==> config.mk <==
export PLATFORM = sky130hd
export DESIGN_NAME = vga_pixel_feeder
export DESIGN_NICKNAME = d
export VERILOG_FILES = /design/src/rtl/vga_pixel_feeder.sv
export SDC_FILE = /design/constraint.sdc
export NUM_CORES = 1
export LEC_CHECK = 0
export CORE_UTILIZATION = 30
export DETAILED_ROUTE_END_ITERATION = 10
export PLACE_DENSITY_LB_ADDON = 0.15
export SKIP_CTS_REPAIR_TIMING = 1
export SYNTH_ARGS = -nofsm -noshare
export SYNTH_HDL_FRONTEND = slang
export SYNTH_SLANG_ARGS = --single-unit
==> constraint.sdc <==
create_clock -name clk_i -period 3.9 [get_ports clk_i]
set_clock_uncertainty 0.15 [all_clocks]
set_input_delay 0.78 -clock clk_i [delete_from_list [all_inputs] [get_ports clk_i]]
set_output_delay 0.78 -clock clk_i [all_outputs]
set_load 0.03 [all_outputs]
==> src/rtl/vga_pixel_feeder.sv <==
// Frame-memory to VGA pixel feeder: prefetches pixels into a small FIFO and
// hands one colour to the output stage per visible pixel, black otherwise.
module vga_pixel_feeder #(
   parameter int FRAME_PIXELS = 307200,
   parameter int FIFO_DEPTH   = 16,
   parameter int PREFILL      = 8
) (
   input  logic        clk_i,
   input  logic        reset_ni,
   input  logic        frame_start_i,
   input  logic        pix_en_i,
   output logic        mem_req_o,
   output logic [18:0] mem_addr_o,
   input  logic        mem_ack_i,
   input  logic [11:0] mem_data_i,
   output logic [3:0]  red_o,
   output logic [3:0]  green_o,
   output logic [3:0]  blue_o,
   output logic        underflow_o,
   output logic [4:0]  fifo_level_o
);

   localparam int PTR_W = (FIFO_DEPTH > 1) ? $clog2(FIFO_DEPTH) : 1;
   localparam logic [4:0]  DEPTH_L   = 5'(FIFO_DEPTH);
   localparam logic [4:0]  PREFILL_L = 5'(PREFILL);
   localparam logic [18:0] FRAME_L   = 19'(FRAME_PIXELS);

   localparam logic [1:0] ST_IDLE  = 2'd0;
   localparam logic [1:0] ST_FILL  = 2'd1;
   localparam logic [1:0] ST_RUN   = 2'd2;
   localparam logic [1:0] ST_STALL = 2'd3;

   logic [1:0]       state_q, state_d;
   logic [4:0]       level_q, level_d;
   logic [18:0]      addr_q, addr_d;
   logic [PTR_W-1:0] wr_ptr_q, wr_ptr_d;
   logic [PTR_W-1:0] rd_ptr_q, rd_ptr_d;
   logic [11:0]      rgb_q, rgb_d;
   logic             underflow_q, underflow_d;
   logic [11:0]      fifo_mem [FIFO_DEPTH];

   logic fetching;
   logic push;
   logic pop;

   // Request depends only on registered state so it never loops through the ack path.
   assign fetching  = (state_q == ST_FILL) || (state_q == ST_RUN);
   assign mem_req_o = fetching && (level_q < DEPTH_L) && (addr_q < FRAME_L);

   // A frame start overrides any coincident ack or pop.
   assign push = mem_req_o && mem_ack_i && !frame_start_i;
   assign pop  = (state_q == ST_RUN) && pix_en_i && (level_q != 5'd0) && !frame_start_i;

   always_comb begin
      state_d     = state_q;
      level_d     = level_q;
      addr_d      = addr_q;
      wr_ptr_d    = wr_ptr_q;
      rd_ptr_d    = rd_ptr_q;
      rgb_d       = 12'h000;
      underflow_d = 1'b0;

      if (frame_start_i) begin
         state_d  = ST_FILL;
         level_d  = 5'd0;
         addr_d   = 19'd0;
         wr_ptr_d = '0;
         rd_ptr_d = '0;
      end else begin
         if (push) begin
            wr_ptr_d = wr_ptr_q + PTR_W'(1);
            addr_d   = addr_q + 19'd1;
         end
         if (pop) begin
            rd_ptr_d = rd_ptr_q + PTR_W'(1);
            rgb_d    = fifo_mem[rd_ptr_q];
         end

         case ({push, pop})
            2'b10:   level_d = level_q + 5'd1;
            2'b01:   level_d = level_q - 5'd1;
            default: level_d = level_q;
         endcase

         case (state_q)
            ST_FILL: begin
               if (pix_en_i) begin
                  underflow_d = 1'b1;
                  state_d     = ST_STALL;
               end else if (level_d >= PREFILL_L) begin
                  state_d = ST_RUN;
               end
            end
            ST_RUN: begin
               if (pix_en_i && (level_q == 5'd0)) begin
                  underflow_d = 1'b1;
                  state_d     = ST_STALL;
               end
            end
            default: state_d = state_q;
         endcase
      end
   end

   always_ff @(posedge clk_i or negedge reset_ni) begin
      if (!reset_ni) begin
         state_q     <= ST_IDLE;
         level_q     <= 5'd0;
         addr_q      <= 19'd0;
         wr_ptr_q    <= '0;
         rd_ptr_q    <= '0;
         rgb_q       <= 12'h000;
         underflow_q <= 1'b0;
      end else begin
         state_q     <= state_d;
         level_q     <= level_d;
         addr_q      <= addr_d;
         wr_ptr_q    <= wr_ptr_d;
         rd_ptr_q    <= rd_ptr_d;
         rgb_q       <= rgb_d;
         underflow_q <= underflow_d;
      end
   end

   // Storage has no reset; occupancy is tracked by the pointers and level.
   always_ff @(posedge clk_i) begin
      if (push) begin
         fifo_mem[wr_ptr_q] <= mem_data_i;
      end
   end

   logic [3:0] chan [3];

   for (genvar gi = 0; gi < 3; gi++) begin : g_chan
      assign chan[gi] = rgb_q[4*gi +: 4];
   end

   assign blue_o       = chan[0];
   assign green_o      = chan[1];
   assign red_o        = chan[2];
   assign underflow_o  = underflow_q;
   assign fifo_level_o = level_q;
   assign mem_addr_o   = addr_q;

endmodule

==> results.yml <==
run_status:
  outcome: "complete, no violations"
die:
  row_count: 65
  die_x_um: 181
  dieArea_mm2: 0.0329
  coreArea_mm2: 0.0316
  die_y_um: 181
  io_pins: 55
  start_util_pct: 30.5
final_layout:
  finish.utilization_pct: 37.3
  layout-drive-gt1-share_pct: 22.6
  area_growth_pct: 22.1
  antenna_cells: 0
  ff_latch_area_mm2: 0.00695
  multiInputGateArea_mm2: 0.00261
  nNetsFinal: 642
  fill_cells: 2899
sta:
  final_max_slew_viol_count: 0
  worst_pin_slew_ns: 0.942
  fmaxAchievable_ghz: 0.284
  finalSetupViolations: 0
  period_minus_slack_ns: 3.53
  finalHoldViolations: 0
  fin_crit_sh_pct: 90.4
  layout_setup_ws_ns: 0.374
  fin_hold_ws_ns: 0.222
  slew_headroom_pct: 37.2
  rsz0062_at_grt: "false"
  final.setup.tns_ns: 0
synth:
  yosysWarnings: 0
  async_flop_share_pct: 19.7
  synth_top_area_share_pct: 59.7
  post-synth-top-count-cell: "edfxtp_1"
  synth_edf_count: 192
  synth_area_leaders: "edfxtp_1 60%, mux4_2 14%, dfrtp_1 12%"
  yosys_most_used_dff: "edfxtp_1"
  synth-seq-cells: 239
  synthCells: 520
  synthTopCellsByCount: "192 x edfxtp_1, 60 x mux4_2, 48 x nor2_1, 47 x dfrtp_1, 17 x xor2_1"
  synth_area_mm2: 0.00966
  yosysUniqueCellTypes: 40
  syn_area_per_cell_um2: 18.6
  syn_nets: 550
  yosys.area.top_type: "edfxtp_1"
  synth_seq_area_share_pct: 71.8
critical_path:
  crit_chain: "inv_1, ha_1, nor2_1, nand2_1, a21oi_2, nand2_1, ha_1, buf_4, ha_1, a21o_1, a21oi_2, xnor2_1, or4_1, and4_1, o31ai_1"
  cp_slowest_cell: "or4_1"
  cp.depth: 15
  path_max_fanout: 4
  startpoint_type: "flip-flop"
  path_common_cell: "ha_1"
  slowest_delay_ns: 0.52
  reg2regPathDepth: 15
  required_ns: 4.20
  path_delay_family: "simple AND/OR/NAND/NOR gates"
  critPathArrivalTime_ns: 3.83
  worstSetupPathType: "flip-flop to flip-flop"
  worstSetupEndpointType: "flip-flop"
  critPathBufInv: 2
detailed_routing:
  ant_nets: 0
  via_count: 4983
  first_iter_violations: 322
  drcViolationCount: 0
  wirelength_um: 22200
  viasPerCell: 4.81
  firstDrtPassIters: 6
  wire_per_inst_um: 21.4
clocking:
  ctsHtreeMaxLevel: 1
  cts_tree: "yes"
  root_buffer: "clkbuf_16"
  max-clock-path-buffers: 3
  numCtsBuffers: 28
  cts.sinks: 239
  clock_latency_ns: 0.55
  path_clk_slew_ns: 0.06
grt:
  antenna_found_initial: 0
  grt-ovfl-total: 0
  grt_pass1_vias: 5509
  met3_usage_pct: 2.45
  grt_usage_pct: 14.1
  busiest_layer: "met2"
  groute.layer.met2.usage_pct: 24.9
  grt_first_pass_wirelength_um: 34300
  use_met1_pct: 17.8
  grt_start_max_net_pins: 48
place:
  portBuffers: 54
  gp_congestion: 0.723
  place_ws_ns: -0.00706
  dp_hpwl_um: 13100
min_path:
  hp-class: "input pin to asynchronous set/reset pin"
run:
  max_cap_viol_count: 0
power:
  leakage_nw: 4.00
  p_per_area_mw_per_mm2: 471
  peakVddDrop_mv: 0.286
-- cell type report --
type,instances,area share (%)
sequential,239,58.9
multi-input combinational,247,22.1
timing repair buffer,86,6.68
clock buffer,32,6.07
tap,402,4.26
clock inverter,20,1.63
inverter,10,0.318
-- final timing paths --
check                                       to  slack, ns  startpoint
worst max-delay path                state_q[0]       0.37  state_q[0]
worst min-delay path            mem_addr_o[14]       0.22    reset_ni
worst max register to register      state_q[0]       0.37  state_q[0]
worst min register to register      state_q[1]       0.43  state_q[1]
max in group asynchronous          rd_ptr_q[0]       2.84    reset_ni
min in group clk_i                  state_q[1]       0.43  state_q[1]
-- state kept, by name, indices dropped and copies added (netlist names) --
name	count
wr_ptr_q	4
rd_ptr_q	4
fifo_level_o	5
mem_addr_o	19
state_q	2
rgb_q	12
fifo_mem	192
underflow_o	1
-- per-stage QoR --
| step | power [mW] | instance area [um^2] | cells |
|---|---|---|---|
| global placement | 3.07 | 10900 | 984 |
| CTS | 5.65 | 11800 | 1036 |
| floorplan | 2.97 | 9660 | 520 |
| finish | 5.56 | 11800 | 1036 |
| detailed placement | 3.08 | 10900 | 984 |
| global route | 5.77 | 11800 | 1036 |
-- metal layers --
metal | up-vias | wire length [um]
met5 | - | 0
met4 | 0 | 400
met3 | 40 | 985
met2 | 95 | 11400
met1 | 2625 | 9410
li1 | 2223 | -
-- cell usage in the layout, fill, tap and decap left out, types with 3 or more instances in the layout --
cell	n
clkinv_1	8
clkbuf_16	28
clkbuf_1	4
a21o_1	3
clkinv_2	7
nand2_1	13
mux2i_1	3
nor3_1	3
dfrtp_1	45
and4_1	4
a21oi_1	6
bufinv_16	3
edfxtp_1	192
inv_1	10
and2_1	9
and3_1	6
xor2_1	17
xnor2_1	10
nand3_1	10
mux4_2	60
ha_1	12
buf_4	31
clkdlybuf4s50_1	53
nor2b_1	13
nand4_1	6
nor2_1	48
-- cell families after synthesis --
group,synth area share (%)
flip-flops,71.8
AO/OA/AOI/OAI,1.77
XOR/XNOR,2.45
multiplexers,14.3
AND/OR/NAND/NOR,6.47
adder cells (fa/ha/maj),1.76
buffers and inverters,1.41
-- power by group --
part	switching, mW	internal [mW]	leakage [nW]
Clock	1.02	1.51	0.444
Sequential	0.0170	2.79	2.37
Combinational	0.136	0.0851	1.19
Total	1.17	4.39	4.00
No activity file was read; power rests on OpenSTA's default activity.
